[config.mk]
export PLATFORM = sky130hd
export DESIGN_NAME = fetch_stage
export DESIGN_NICKNAME = d
export VERILOG_FILES = /design/src/rtl/fetch_stage_pkg.sv /design/src/rtl/fetch_inst_buffer.sv /design/src/rtl/fetch_stage.sv
export SDC_FILE = /design/constraint.sdc
export NUM_CORES = 1
export LEC_CHECK = 0
export BUFFER_PORTS_ARGS = -buffer_cell sky130_fd_sc_hd__buf_2
export CORE_ASPECT_RATIO = 0.6
export CORE_MARGIN = 2
export CORE_UTILIZATION = 40
export DETAILED_ROUTE_END_ITERATION = 7
export PLACE_DENSITY = 0.69
export SLEW_MARGIN = 20
export SYNTH_ARGS = -nofsm -noshare
export SYNTH_HDL_FRONTEND = slang
export SYNTH_HIERARCHICAL = 1
export SYNTH_SLANG_ARGS = --single-unit
[constraint.sdc]
create_clock -name clk -period 2.3 [get_ports clk]
set_clock_uncertainty 0.2 [all_clocks]
set_input_delay 0 -clock clk [delete_from_list [all_inputs] [get_ports clk]]
set_output_delay 0 -clock clk [all_outputs]
set_load 0.005 [all_outputs]
[src/rtl/fetch_stage_pkg.sv]
// Shared types and defaults for the instruction-fetch stage.
package fetch_stage_pkg;

    localparam int unsigned DEF_ADDR_WIDTH = 32;
    localparam int unsigned DEF_INST_WIDTH = 32;
    localparam logic [31:0] DEF_RESET_PC   = 32'hBFC0_0000;
    localparam int unsigned PC_INC         = 4;

    typedef enum logic [1:0] {
        BOOT = 2'd0,
        REQ  = 2'd1,
        HOLD = 2'd2
    } fetch_state_t;

endpackage

[src/rtl/fetch_inst_buffer.sv]
// Holds the instruction (plus its address-error flag) fetched while the pipeline was stalled.
module fetch_inst_buffer
    import fetch_stage_pkg::*;
#(
    parameter int unsigned INST_WIDTH = DEF_INST_WIDTH
) (
    input  logic                  clk,
    input  logic                  rst,
    input  logic                  load,
    input  logic [INST_WIDTH:0]   d,
    output logic [INST_WIDTH:0]   q
);

    always_ff @(posedge clk or posedge rst) begin
        if (rst) begin
            q <= '0;
        end else if (load) begin
            q <= d;
        end
    end

endmodule

[src/rtl/fetch_stage.sv]
// IF stage: PC register, ROM request handshake, stall hold buffer, branch/flush redirect.
module fetch_stage
    import fetch_stage_pkg::*;
#(
    parameter int unsigned           ADDR_WIDTH = DEF_ADDR_WIDTH,
    parameter int unsigned           INST_WIDTH = DEF_INST_WIDTH,
    parameter logic [ADDR_WIDTH-1:0] RESET_PC   = ADDR_WIDTH'(DEF_RESET_PC)
) (
    input  logic                  clk,
    input  logic                  rst,
    input  logic                  stall_in,
    input  logic                  flush,
    input  logic [ADDR_WIDTH-1:0] flush_pc,
    input  logic                  branch_taken,
    input  logic [ADDR_WIDTH-1:0] branch_target,
    output logic                  rom_en,
    output logic [ADDR_WIDTH-1:0] rom_addr,
    input  logic                  rom_ready,
    input  logic [INST_WIDTH-1:0] rom_rdata,
    output logic                  stall_request,
    output logic [ADDR_WIDTH-1:0] pc_out,
    output logic [INST_WIDTH-1:0] inst_out,
    output logic                  inst_valid,
    output logic                  adel_out
);

    fetch_state_t          state;
    logic [ADDR_WIDTH-1:0] pc;
    logic [ADDR_WIDTH-1:0] pc_next;
    logic                  misaligned;
    logic                  fetch_done;
    logic                  advance;
    logic                  capture;
    logic [INST_WIDTH:0]   buf_d;
    logic [INST_WIDTH:0]   buf_q;

    assign misaligned = |pc[1:0];
    // A misaligned PC completes immediately without touching the ROM.
    assign fetch_done = misaligned || rom_ready;
    assign advance    = !stall_in && (((state == REQ) && fetch_done) || (state == HOLD));
    assign capture    = !flush && (state == REQ) && fetch_done && stall_in;
    assign pc_next    = branch_taken ? branch_target : pc + ADDR_WIDTH'(PC_INC);
    assign buf_d      = {misaligned, misaligned ? {INST_WIDTH{1'b0}} : rom_rdata};

    fetch_inst_buffer #(
        .INST_WIDTH (INST_WIDTH)
    ) u_inst_buffer (
        .clk  (clk),
        .rst  (rst),
        .load (capture),
        .d    (buf_d),
        .q    (buf_q)
    );

    always_ff @(posedge clk or posedge rst) begin
        if (rst) begin
            state <= BOOT;
            pc    <= RESET_PC;
        end else if (flush) begin
            state <= REQ;
            pc    <= flush_pc;
        end else begin
            case (state)
                BOOT: state <= REQ;
                REQ: begin
                    if (advance) begin
                        pc <= pc_next;
                    end else if (fetch_done) begin
                        state <= HOLD;
                    end
                end
                HOLD: begin
                    if (advance) begin
                        pc    <= pc_next;
                        state <= REQ;
                    end
                end
                default: state <= BOOT;
            endcase
        end
    end

    always_comb begin
        rom_en        = (state == REQ) && !misaligned;
        rom_addr      = {pc[ADDR_WIDTH-1:2], 2'b00};
        pc_out        = pc;
        stall_request = 1'b0;
        inst_valid    = 1'b0;
        inst_out      = '0;
        adel_out      = 1'b0;
        case (state)
            // The reset state is BOOT, so mask the BOOT stall while rst is held.
            BOOT: stall_request = !rst;
            REQ: begin
                if (misaligned) begin
                    inst_valid = 1'b1;
                    adel_out   = 1'b1;
                end else begin
                    stall_request = !rom_ready;
                    inst_valid    = rom_ready;
                    if (rom_ready) begin
                        inst_out = rom_rdata;
                    end
                end
            end
            HOLD: begin
                inst_valid = 1'b1;
                inst_out   = buf_q[INST_WIDTH-1:0];
                adel_out   = buf_q[INST_WIDTH];
            end
            default: ;
        endcase
    end

endmodule

* Word level (Yosys, flattened, before mapping) *
Index checks and enable logic that the tools add are counted.

word-level totals
  register bits = 67

operators by class
  reduce and logical (&&, ||, !) cells = 20
  eq/ne operators = 5
  muxes and demuxes = 19
  add/subtract/negate cells = 1

operators by type and width
  kind                                                                   count
  32-bit two-way mux                                                     7
  32-bit case mux with 2 select lines                                    1
  32-bit by 3-bit adder with 32-bit output, second input constant        1
  3-bit inequality test, second input constant                           3
  2-bit two-way mux                                                      4
  1-bit logical AND                                                      6
  1-bit case mux with 2 select lines                                     3
  2-bit case mux with 3 select lines                                     1
  1-bit zero test                                                        5
  2-bit nonzero test                                                     2
  2-bit OR reduction                                                     2
  1-bit two-way mux                                                      3
  3-bit AND reduction                                                    1
  2-bit by 1-bit equality test with 1-bit output, second input constant  1
  2-bit equality test, second input constant                             1
  2-bit zero test                                                        1
  1-bit logical OR                                                       2
  2-bit AND reduction                                                    1

* Depth between registers and ports, before layout *
Gate-level depths: netlist of the first run.

  word-level depth = 8
  gate-level depth with buffers = 8

* Cells and area by module *
Netlist of the first run, hierarchy kept.

by module, submodules not included
  module             seq. area each (um^2)  area each (um^2)  times used  cells an instance
  fetch_stage        862.1                  3,619.7           1           454
  fetch_inst_buffer  825.8                  1,385.1           1           71

* Least setup slack after synthesis of the first run *
Ideal clock, no wire load.

  path kind = register to register
  start point = reg state[0]
  end point = reg pc[21] (netlist: pc_out[21])
  stages on the path, launching flop included = 9
  data required time = 1,979 ps
  setup slack = 197 ps
  arrival = 1,782 ps
  setup time = 121 ps
  cells stage by stage = dfrtp_1 inv_1 ha_1 o21ai_2 nor4_4 buf_4 a2bb2oi_1 o21a_1 o22a_1

on the way
  cells in the longest elaborated chain, start to end = 6

RTL lines
  what                                            RTL line                              source
  from (decl)                                     fetch_stage.sv:27                     fetch_state_t state;
  from (signal assigned)                          fetch_stage.sv:57                     state <= BOOT;
  from (signal assigned)                          fetch_stage.sv:60                     state <= REQ;
  from (signal assigned)                          fetch_stage.sv:64                     BOOT: state <= REQ;
  2-bit by 1-bit equality test with 1-bit output  fetch_stage.sv:40, fetch_stage.sv:63
  1-bit logical AND                               fetch_stage.sv:40                     assign advance = !stall_in && (((state == REQ) && fetch_done) || (state == HOLD));
  1-bit logical OR                                fetch_stage.sv:40
  1-bit logical AND                               fetch_stage.sv:40
  2-bit nonzero test (no source line)             --
  2-bit AND reduction (no source line) (*)        --
  to (signal assigned)                            fetch_stage.sv:61                     pc <= flush_pc;
  to (signal assigned)                            fetch_stage.sv:67                     pc <= pc_next;
  to (signal assigned)                            fetch_stage.sv:74                     pc <= pc_next;
  to (decl)                                       fetch_stage.sv:28                     logic [ADDR_WIDTH-1:0] pc;

Mark *: on every way between the ends. The rest lies on a longest branch, timed or not.
A chain may end at the register's enable or synchronous reset.

* Worst setup path in the final report of the first run *
  start point = reg state[0]
  end point = reg pc[24] (netlist: pc_out[24])

Same word-level chain as after synthesis.

==> impl_metrics.yaml, run 1 <==
global_route:
  via_count_of_the_first_global_routing_pass: 5292
  groute.usage.overall_pct: 25.7
  grt_pass1_wl_um: 27400
  grt_overflow: 0
  grt_antenna_before_repair: 0
  grt_max_degree: 38
synthesis:
  ys_async_sr_fraction_pct: 100
  per_instance_average_area_after_synthesis_sq_um: 9.53
  synth_top_area_cell: "sky130_fd_sc_hd__dfrtp_1"
  dominant_register_cell_in_the_synthesized_netlist: "sky130_fd_sc_hd__dfrtp_1"
  synthDistinctLibCells: 67
  seq_area_frac_synth_pct: 33.7
  syn_inst: 525
  synth-warning-count: 6
  post_synth_instance_area_sq_um: 5000
  synthTopCellsByArea: "sky130_fd_sc_hd__dfrtp_1, sky130_fd_sc_hd__mux2_4, sky130_fd_sc_hd__a22oi_1, sky130_fd_sc_hd__buf_4, sky130_fd_sc_hd__and2_1"
  synth_edf_count: 0
  synth.ff_latch_count: 67
  post-synth-top-area-fraction_pct: 29.0
sta:
  report.final.slew_viol_count: 0
  setup_violations: 0
  slew_headroom_pct: 53.5
  timing.final.crit_period_ns: 2.18
  hold_violations: 0
  worst_pin_slew_ns: 0.697
  setup_total_negative_slack_ns: 0
  maxClockFrequency_ghz: 0.460
  min_period_over_period_pct: 94.6
  rsz0062_at_grt: "yes"
die:
  effective_utilization_at_floorplan_pct: 41.2
  top_level_ports: 202
  core_sq_um: 12100
  die-width_um: 148
  die-height_um: 90.6
  design.die.area_sq_um: 13500
  floorplan.rows: 31
critical_path:
  critPathArrivalTime_ns: 2.23
  path_class: "register to register"
  setup.worst_path.end_class: "register"
  timing.critical_path.slowest_cell_delay_ns: 0.42
  worst_setup_path_start_kind: "register"
  required_ns: 2.35
  worst_path_max_delay_cell: "sky130_fd_sc_hd__dfrtp_1"
  crit_path_cell_trace: "inv_1 > ha_1 > o21ai_2 > nor4_4 > buf_6 > a2bb2oi_1 > or3_1 > o221a_1"
  worst-path-max-fanout: 14
clock_network:
  clock_tree_from_tritoncts: "yes"
  htree_num_levels: 3
  clock_tree.buffer_depth: 2
  clk_latency_ns: 0.33
  clock_sink_count: 67
  cts.clk_slew.worst_paths_ns: 0.06
  cts_root_buf: "sky130_fd_sc_hd__clkbuf_16"
  numCtsBuffers: 9
detailed_routing:
  drt_wl_total_um: 17300
  drt.antenna.violating_nets: 0
  vias_per_cell: 5.45
  dr_total_vias: 5339
  1st_pass_router_iterations: 5
  drt_iter0_markers: 363
  detail_route.wl_per_cell_um: 17.7
  drc: 0
final_layout:
  finish.utilization_pct: 62.3
  n_diodes: 0
  layout-drive-gt1-share_pct: 40.7
  layout.cells.most_common_list: "sky130_fd_sc_hd__buf_2, sky130_fd_sc_hd__dlygate4sd3_1, sky130_fd_sc_hd__dfrtp_1, sky130_fd_sc_hd__and2_1, sky130_fd_sc_hd__nor2b_1"
  filler_cell_count: 991
  layout_commonest_cell: "sky130_fd_sc_hd__buf_2"
  layout.nets: 918
  area.growth.synth_to_final_pct: 51.1
power_and_ir_drop:
  power.total_mw: 5.03
  p_leak_nw: 3.55
  vdd_ir_drop_max_uv: 383
  power.density_cell_area_nw_per_um2: 665
place:
  place.detailed.hpwl_um: 11700
  gp_routability_congestion: 0.894
  placement.io_buffers: 199
job:
  max_cap_viol_count: 0
outcome:
  run_status: "finished clean"
worst_hold_path:
  holdCritPathClass: "primary input to register"
area by class of cell:
type,count,area [sq um],share of cell area (%)
clock buffer,12,267,3.52
timing repair buffer,342,2440,32.3
inverter,12,45.0,0.596
tap,165,206,2.73
sequential,67,1690,22.3
clock inverter,3,22.5,0.298
multi-input combinational,379,2890,38.2
worst max-delay path: cells and delay by family, from the launching register on:
family,cells,cell delay (ns)
DFF,1,0.42
AOI/OAI and AO/OA,3,0.33
adders and majority gates,1,0.35
and+or+nand+nor,2,0.50
buffers and inverters,2,0.30
power by group:
part / internal (mW) / switching (mW)
logic: 1.05 / 0.922
clock network: 0.812 / 0.513
registers: 1.45 / 0.278
total: 3.31 / 1.71
worst paths after layout:
path / from / end / slack, ns / cells past startpoint
max: state[0]$_DFFE_PP0P_ / pc_out[24]$_DFFE_PP1P_ / 0.12 / 8
min: branch_target[5] / pc_out[5]$_DFFE_PP0P_ / 0.01 / 4
max reg2reg: state[0]$_DFFE_PP0P_ / pc_out[24]$_DFFE_PP1P_ / 0.12 / 8
min reg2reg: u_inst_buffer/q[22]$_DFFE_PP0P_ / u_inst_buffer/q[22]$_DFFE_PP0P_ / 0.31 / 1
max in group asynchronous: rst / u_inst_buffer/q[31]$_DFFE_PP0P_ / 1.42 / 4
min in group asynchronous: rst / pc_out[30]$_DFFE_PP0P_ / 0.09 / 4
routing by layer:
layer	up-vias	track usage, %	wire length, um
met5	-	0	0
met2	286	38.7	7600
li1	2453	-	-
met1	2531	35.1	7670
met4	0	10.2	636
met3	69	7.07	1410
synth_stat cells, drive strengths merged (4+ instances only):
| cell | count |
|---|---|
| nor2 | 24 |
| a31oi | 5 |
| buf | 47 |
| a22oi | 35 |
| nor2b | 35 |
| inv | 12 |
| nor3 | 10 |
| and3 | 10 |
| nand4 | 11 |
| and2 | 39 |
| nand3 | 4 |
| o21a | 6 |
| dfstp | 9 |
| mux2i | 4 |
| clkbuf | 21 |
| nor4 | 4 |
| o22a | 5 |
| a21oi | 25 |
| nand2 | 30 |
| dfrtp | 58 |
| a2bb2oi | 15 |
| o21ai | 28 |
| and4 | 6 |
| o2bb2ai | 5 |
| ha | 5 |
| mux2 | 33 |
cell families (layout without fill, tap and decap cells):
group	count (synthesis)	after routing	synth area share, %
adders and majority gates	5	5	1.25
muxes	37	37	10.5
other	1	2	0.0749
and+or+nand+nor	181	181	22.5
xor gates and xnor gates	3	3	0.525
AOI/OAI and AO/OA	151	151	21.5
buffers and inverters	80	369	9.95
DFF	67	67	33.7
what timing repair did:
item,CTS,global route
gates resized for setup,11,15
cloned,1,0
endpoints found under the hold margin,132,0
hold buffers,100,0
pin swaps,0,2
endpoints found under the setup margin,30,37
setup buffers,3,5
registers in the layout, indices dropped and copies added (netlist names):
| signal | cells |
|---|---|
| u_inst_buffer/q | 33 |
| pc_out | 32 |
| state | 2 |
through the flow:
step | hold slack (ns) | instance area [sq um] | cells | worst slack, ns
2_1_floorplan | -0.0734 | 5010 | 526 | 0.197
3_3_place_gp | -0.115 | 6070 | 856 | 0.124
3_5_place_dp | -0.120 | 6070 | 856 | -0.0345
4_1_cts | 0.00359 | 7450 | 975 | 0.0211
5_1_grt | 0.0186 | 7560 | 980 | -0.0199
6_report | 0.0141 | 7560 | 980 | 0.125
Note: power is estimated with default switching activity, not from simulation.
==> run 2, diff against run 1 <==
Settings changed: PLACE_DENSITY 0.69 to 0.71.
==> run 2 against run 1 <==
The run now ends with negative setup slack left. Setup slack got worse by 0.13 ns. Via count increased by 1.9%. Register-to-register slack lost 0.13 ns. Sequential share of layout area up 0.093 points. Total power is 0.65% higher. Combinational power down 3%. Critical path type unchanged. Critical endpoint is now pc_out[17]$_DFFE_PP0P_. Highest routed layer is now met5.
==> impl_metrics.yaml, run 2 (synthesized netlist as in run 1, its figures left out) <==
outcome:
  run_status: "finished with violations"
  failed_checks: "negative setup slack"
clock_network:
  clk_latency_ns: 0.33
  htree_num_levels: 3
  clock_tree_from_tritoncts: "yes"
  clock_sink_count: 67
  numCtsBuffers: 9
  cts.clk_slew.worst_paths_ns: 0.06
  clock_tree.buffer_depth: 2
  cts_root_buf: "sky130_fd_sc_hd__clkbuf_16"
job:
  max_cap_viol_count: 0
sta:
  timing.final.crit_period_ns: 2.30
  report.final.slew_viol_count: 0
  min_period_over_period_pct: 100
  finalWorstSetupSlack_ns: -0.000590
  worst_pin_slew_ns: 0.703
  rsz0062_at_grt: "yes"
  setup_total_negative_slack_ns: -0.000590
  maxClockFrequency_ghz: 0.435
  slew_headroom_pct: 53.1
  hold_violations: 0
  hold_ws_ns: 0.0264
  setup_violations: 1
power_and_ir_drop:
  power.density_cell_area_nw_per_um2: 673
  pwr-share-seq_pct: 34.4
  p_leak_nw: 3.54
  internal_power_mw: 3.34
  clock_network_fraction_of_design_power_pct: 27.6
  p_comb_share_pct: 38.0
  netSwitchingPower_mw: 1.72
  power.share.switching_pct: 34.0
  vdd_ir_drop_max_uv: 413
die:
  die-width_um: 148
  core_sq_um: 12100
  top_level_ports: 202
  floorplan.rows: 31
  die-height_um: 90.6
  effective_utilization_at_floorplan_pct: 41.2
  design.die.area_sq_um: 13500
detailed_routing:
  detail_route.wl_per_cell_um: 18.1
  drt_iter0_markers: 423
  drc: 0
  drt.antenna.violating_nets: 0
  1st_pass_router_iterations: 6
  drt_wl_total_um: 17700
  vias_per_cell: 5.56
  dr_total_vias: 5441
critical_path:
  setup.worst_path.end_class: "register"
  path_class: "register to register"
  required_ns: 2.33
  critPathArrivalTime_ns: 2.33
  worst-path-max-fanout: 9
  worst_setup_path_start_kind: "register"
final_layout:
  layout_commonest_cell: "sky130_fd_sc_hd__buf_2"
  finalNonFillerCells: 979
  filler_cell_count: 1038
  layout.cells.most_common_list: "sky130_fd_sc_hd__buf_2, sky130_fd_sc_hd__dlygate4sd3_1, sky130_fd_sc_hd__dfrtp_1, sky130_fd_sc_hd__and2_1"
  area.growth.synth_to_final_pct: 50.3
  multi_input_comb_area_sq_um: 2880
  n_diodes: 0
  ff_latch_area_sq_um: 1690
  largest-register: "u_inst_buffer/q"
  layout-drive-gt1-share_pct: 39.6
  number_of_flip_flops_under_the_largest_register_name: 33
  layout.nets: 916
worst_hold_path:
  holdCritPathClass: "primary input to register"
global_route:
  grt_overflow: 0
  grt_max_degree: 39
  via_count_of_the_first_global_routing_pass: 5225
  grt_antenna_before_repair: 1
  grt_pass1_wl_um: 27300
  groute.usage.overall_pct: 25.4
place:
  gp_routability_congestion: 0.942
  place.detailed.hpwl_um: 11700
  placed_cells_incl_taps: 854
  placement.io_buffers: 199
## run 2: cell count changes in the layout (fill, tap and decap cells not counted), moves of 3 or more
cell	change
sky130_fd_sc_hd__buf_12	-4
sky130_fd_sc_hd__a22oi_2	-6
sky130_fd_sc_hd__a22oi_1	+6
sky130_fd_sc_hd__a2bb2oi_1	-3
sky130_fd_sc_hd__a2bb2oi_2	+3
## run 2: routing by layer
layer  part of all wire [%]  vias to the layer above  global-route usage, %
met3                    8.8                       49                   6.41
met4                    2.4                        2                   7.54
li1                       -                     2456                      -
met1                     43                     2642                   34.2
met2                     46                      292                   40.5
met5                  0.068                        -                      0
## run 2: critical path: stages (launching register included)
cell and delay (ns):
sky130_fd_sc_hd__dfrtp_1 0.54, sky130_fd_sc_hd__nand4_4 0.23, sky130_fd_sc_hd__nor3_4 0.55, sky130_fd_sc_hd__nand4_1 0.20, sky130_fd_sc_hd__o31a_1 0.27, sky130_fd_sc_hd__o22ai_1 0.21
## run 2: metrics by stage
| step | setup slack [ns] | utilization, % | power [mW] | area [sq um] |
|---|---|---|---|---|
| after CTS | 0.00138 | 60.8 | 4.98 | 7380 |
| after global placement | 0.146 | 49.7 | 3.34 | 6030 |
| after global routing | -0.0719 | 61.9 | 5.32 | 7520 |
| after detailed placement | 0.0427 | 49.7 | 3.41 | 6030 |
| final | -0.000590 | 61.9 | 5.06 | 7520 |
| after floorplan | 0.197 | - | 2.85 | 5010 |
## run 2: power groups by stage
stage	logic, mW	clock network [mW]	registers, mW
after floorplan	1.14	0	1.71
after detailed placement	1.66	0	1.74
final	1.92	1.40	1.74
after global placement	1.62	0	1.72
after CTS	1.83	1.43	1.73
after global routing	2.08	1.47	1.77
## run 2: repair_timing
action | in CTS | in global routing
buffers inserted | 2 | 2
cloned | 0 | 3
pin swaps | 0 | 3
hold buffers | 102 | 0
setup endpoints to repair | 27 | 52
hold endpoints to repair | 110 | 0
gates resized for setup | 5 | 17
## run 2: layout make-up
type                            count  share of cell area [%]
Clock buffer                       12                    3.28
Clock inverter                      4                   0.665
Inverter                           12                   0.599
Multi-Input combinational cell    379                    38.3
Sequential cell                    67                    22.4
Tap cell                          165                    2.74
Timing Repair Buffer              340                    32.0
## run 2: path summary, 6_finish.rpt
| path | start | end | slack [ns] | cells past startpoint |
|---|---|---|---|---|
| worst max-delay path | pc_out[13]$_DFFE_PP0P_ | pc_out[17]$_DFFE_PP0P_ | -0.0006 | 5 |
| worst min-delay path | flush | pc_out[9]$_DFFE_PP0P_ | 0.03 | 2 |
| worst max register to register | pc_out[13]$_DFFE_PP0P_ | pc_out[17]$_DFFE_PP0P_ | -0.0006 | 5 |
| worst min register to register | u_inst_buffer/q[9]$_DFFE_PP0P_ | u_inst_buffer/q[9]$_DFFE_PP0P_ | 0.31 | 1 |
| max in group asynchronous | rst | pc_out[23]$_DFFE_PP1P_ | 1.03 | 4 |
| min in group asynchronous | rst | pc_out[19]$_DFFE_PP0P_ | 0.08 | 3 |
